--- config.mk ---
export PLATFORM = sky130hd
export DESIGN_NAME = fifo_wr_arbiter
export DESIGN_NICKNAME = d
export VERILOG_FILES = /design/src/rtl/fifo_wr_arbiter.sv
export SDC_FILE = /design/constraint.sdc
export NUM_CORES = 1
export LEC_CHECK = 0
export CAP_MARGIN = 20
export CORE_MARGIN = 10
export CORE_UTILIZATION = 40
export CTS_CLUSTER_SIZE = 14
export DETAILED_ROUTE_END_ITERATION = 10
export PLACE_DENSITY = 0.81
export SLEW_MARGIN = 10
export SYNTH_ARGS = -nofsm -noshare
export SYNTH_HDL_FRONTEND = slang
export SYNTH_SLANG_ARGS = --single-unit
--- constraint.sdc ---
create_clock -name clk -period 6.2 [get_ports clk]
set_input_delay 0.93 -clock clk [delete_from_list [all_inputs] [get_ports clk]]
set_output_delay 0.93 -clock clk [all_outputs]
set_load 0.05 [all_outputs]
--- src/rtl/fifo_wr_arbiter.sv ---
// rtl/fifo_wr_arbiter.sv - round-robin write arbiter with credit-based FIFO flow control
module fifo_wr_arbiter #(
    parameter int NUM_REQ    = 4,
    parameter int DATA_WIDTH = 32,
    parameter int ADDR_WIDTH = 12,
    parameter int DEPTH      = 4096
) (
    input  logic                          clk,
    input  logic                          rst,
    input  logic [NUM_REQ-1:0]            req_valid,
    input  logic [NUM_REQ*DATA_WIDTH-1:0] req_data,
    output logic [NUM_REQ-1:0]            req_ready,
    input  logic                          fifo_pop,
    output logic                          fifo_wr,
    output logic [DATA_WIDTH-1:0]         fifo_wdata,
    output logic [ADDR_WIDTH:0]           credits,
    output logic [$clog2(NUM_REQ)-1:0]    last_gnt
);

    localparam int IDX_W = $clog2(NUM_REQ);
    localparam logic [ADDR_WIDTH:0] DEPTH_C = (ADDR_WIDTH + 1)'(DEPTH);

    logic [IDX_W-1:0] rr_ptr;
    logic [IDX_W-1:0] winner;
    logic             found;
    logic             issue;

    // Scan offsets from the highest down so the smallest offset from rr_ptr is kept.
    always_comb begin
        winner = '0;
        found  = 1'b0;
        for (int k = NUM_REQ - 1; k >= 0; k--) begin
            if (req_valid[(int'(rr_ptr) + k) % NUM_REQ]) begin
                found  = 1'b1;
                winner = IDX_W'((int'(rr_ptr) + k) % NUM_REQ);
            end
        end
    end

    always_comb begin
        req_ready = '0;
        if (rst && found && (credits != '0)) begin
            req_ready[winner] = 1'b1;
        end
    end

    assign issue = |(req_valid & req_ready);

    always_ff @(posedge clk) begin
        if (!rst) begin
            credits    <= DEPTH_C;
            rr_ptr     <= '0;
            last_gnt   <= '0;
            fifo_wr    <= 1'b0;
            fifo_wdata <= '0;
        end else begin
            fifo_wr <= issue;
            if (issue) begin
                fifo_wdata <= req_data[int'(winner)*DATA_WIDTH +: DATA_WIDTH];
                last_gnt   <= winner;
                rr_ptr     <= (int'(winner) == NUM_REQ - 1) ? '0 : winner + 1'b1;
            end
            // A pop into an already-empty FIFO model saturates rather than wrapping.
            case ({issue, fifo_pop})
                2'b10:   credits <= credits - 1'b1;
                2'b01:   if (credits != DEPTH_C) credits <= credits + 1'b1;
                default: credits <= credits;
            endcase
        end
    end

    credit_overflow: assert property (@(posedge clk) disable iff (!rst)
        (fifo_pop && !issue) |-> (credits != DEPTH_C));

endmodule

==> flow_summary.toml <==
[routing]
via_count = 4201
wl_um = 14110
dr.pass1.iters = 4
antenna_left = 0
drc_errors = 0
first_iter_violations = 173
drt-wirelength-per-cell_um = 19.01
viasPerCell = 5.662

[floorplanning]
io-pin-count = 187
rows = 34
core-area_um2 = 8678
start_util_pct = 41.03
fp.dieW_um = 114.4
dieArea_um2 = 13080
die_y_um = 114.4

[sta]
setup_viol = 0
period_needed_ps = 5248
max_slew.worst_pin.slew_ps = 695.6
timing.final.max_slew_violations = 0
setup_tns_ps = 0
hold_slack_ps = 457.4
fmax_mhz = 190.6
rsz0062_at_grt = "false"
max_slew_margin_pct = 53.02
finalCritPeriodShare_pct = 84.64
final_hold_viol_count = 0
finClkSkew_ps = 16.95

[clock_network]
clk_path_buf_depth = 2
clock-sinks = 50
path_clk_slew_ps = 90
post_cts_buffers = 0
numCtsBuffers = 5
cts_max_level = 2
cts_hold_buf = 0
cts_tree = "done"
clock_latency_ps = 300
cts_resized = 0
cts-root-buf = "clkbuf_8"

[logic_synthesis]
synth.largest_area_cell = "dfxtp_1"
yosysUniqueCellTypes = 57
synth-simple-area-share_pct = 26.04
netlist_top_cells_area = "dfxtp_1, nand2_1, a311o_1"
synth.avg_cell_area_um2 = 7.625
synthArstFlopShare_pct = 0
syn_area_um2 = 3561
yosys.area.top_type_share_pct = 28.11
synth_adder_area_share_pct = 4.779
synthXorXnorAreaFrac_pct = 1.230
yosys.cell_count.top_type = "nand2_1"
synth_enable_flop_cells = 0
syn_nets = 615
syn_inst = 467
yosysWarnings = 0
synth_compound_area_share_pct = 31.13
synthTopCellsByCount = "nand2_1, dfxtp_1, a21oi_1"
yosys_register_bits = 50
ys.flop_type = "dfxtp_1"
synth.area.mux_share_pct = 3.725
synth_top_family_by_area = "compound AO/OA/AOI/OAI gates"
yosysSeqAreaShare_pct = 28.11

[power]
p_leak_uw = 0.002193
peakVddDrop_v = 0.0001550
p_per_area_nw_per_um2 = 332.1

[cells_and_area]
fin_nets = 781
fillers = 773
drive_above_1_share_pct = 7.729
regArea_um2 = 1001
final_cells = 742
multi_input_area_um2 = 2404
syn_to_final_growth_pct = 57.17
n_antenna_cell = 0

[critical_path]
crit_slowest_cell = "nor4b_1"
required_ps = 6400
cp.arrival_ps = 5450
cp-start-kind = "input pin"
crit_buf_inv = 2
path_cells = "clkdlybuf4s50_1 -> nor2_1 -> nor4b_1 -> nor2_4 -> inv_1 -> ha_1 -> nand2_1 -> o21ai_0 -> o21ai_4 -> nand2_1 -> ha_1 -> nor2b_1 -> o31a_1 -> o311a_1 -> o41ai_1 -> a2111oi_0 -> nor4_1"
cp_top_family = "simple AND/OR/NAND/NOR gates"
end_kind = "flop"
cpPeakStageDelay_ps = 610
cp_max_fo = 12
path_class = "input pin to flop"

[global_routing]
antenna_found_initial = 0
grt_pass1_wl_um = 22270
grt_pass1_vias = 4410
overflow = 0
grt_max_degree = 67
grt_use_total_pct = 20.54

[placed_design]
io_buffers = 186
place_hpwl_um = 10780
place_congestion = 0.8876
place_inst = 734

[run]
maxCapViolCount = 0

[run_status]
status = "finished clean"

[hold_path]
hp-class = "flop to flop"
per-stage QoR:
stage          area (um^2)  worst slack, ps  utilization [%]  total power [uW]
4_1_cts               5597             1074            64.49              1866
2_1_floorplan         3561            767.1                -              1277
3_3_place_gp          5505            932.7            63.44              1645
3_5_place_dp          5505            768.5            63.44              1660
5_1_grt               5597            611.9            64.49              1981
6_report              5597            952.3            64.49              1859
flip-flops by register name, summed over array words and instances, names as in the netlist:
register    cells
credits        13
last_gnt        2
fifo_wr         1
fifo_wdata     32
rr_ptr          2
where the power goes:
| part | switching (uW) | internal, uW | total (uW) |
|---|---|---|---|
| Combinational | 704 | 493 | 1200 |
| Sequential | 66.6 | 392 | 458 |
| Clock | 113 | 90.5 | 203 |
final timing paths:
path	start	cells past startpoint	endpoint	slack [ps]
hold reg to reg	fifo_wdata[21]	2	fifo_wdata[21]	460
setup / recovery	req_valid[3]	17	credits[12]	950
hold / removal	fifo_wdata[21]	2	fifo_wdata[21]	460
setup reg to reg	rr_ptr[0]	16	credits[12]	1770
routing by layer:
metal | vias to the layer above | routed length [um] | share of wire [%] | track usage (%)
met5 | - | 0 | 0 | 0
met4 | 0 | 168 | 1.2 | 4.511
met3 | 14 | 1205 | 8.5 | 7.390
met2 | 153 | 7192 | 51 | 37.51
met1 | 1961 | 5538 | 39 | 22.04
li1 | 2073 | - | - | -
layout make-up:
type | count | share of cell area, %
tap | 108 | 2.414
clock buffer | 7 | 1.543
timing repair buffer | 194 | 34.52
multi-input combinational | 373 | 42.95
inverter | 9 | 0.6036
clock inverter | 1 | 0.08943
sequential | 50 | 17.89
kinds of logic (layout without fill, tap and decap cells):
kind of cell / Yosys count / in the layout
buffers and inverters: 44 / 211
AO/OA/AOI/OAI: 150 / 150
adder cells (fa/ha/maj): 13 / 13
flip-flops: 50 / 50
multiplexers: 12 / 12
AND/OR/NAND/NOR: 193 / 193
XOR/XNOR: 5 / 5
placed cells by master (no fill, tap or decap), types with 11 or more instances in the layout:
cell type        instances
a21oi_1                 37
a211oi_1                23
clkdlybuf4s50_1        185
a311o_1                 22
a21o_1                  15
nand2_1                104
ha_1                    12
nand3_1                 19
nor2_1                  11
and3_1                  24
dfxtp_1                 50
worst min-delay path, cell delays in order, from the launching register on:
cell	delay (ps)
dfxtp_1	320
nand2_1	50
a21oi_1	50
No activity file was read; power rests on OpenSTA's default activity.
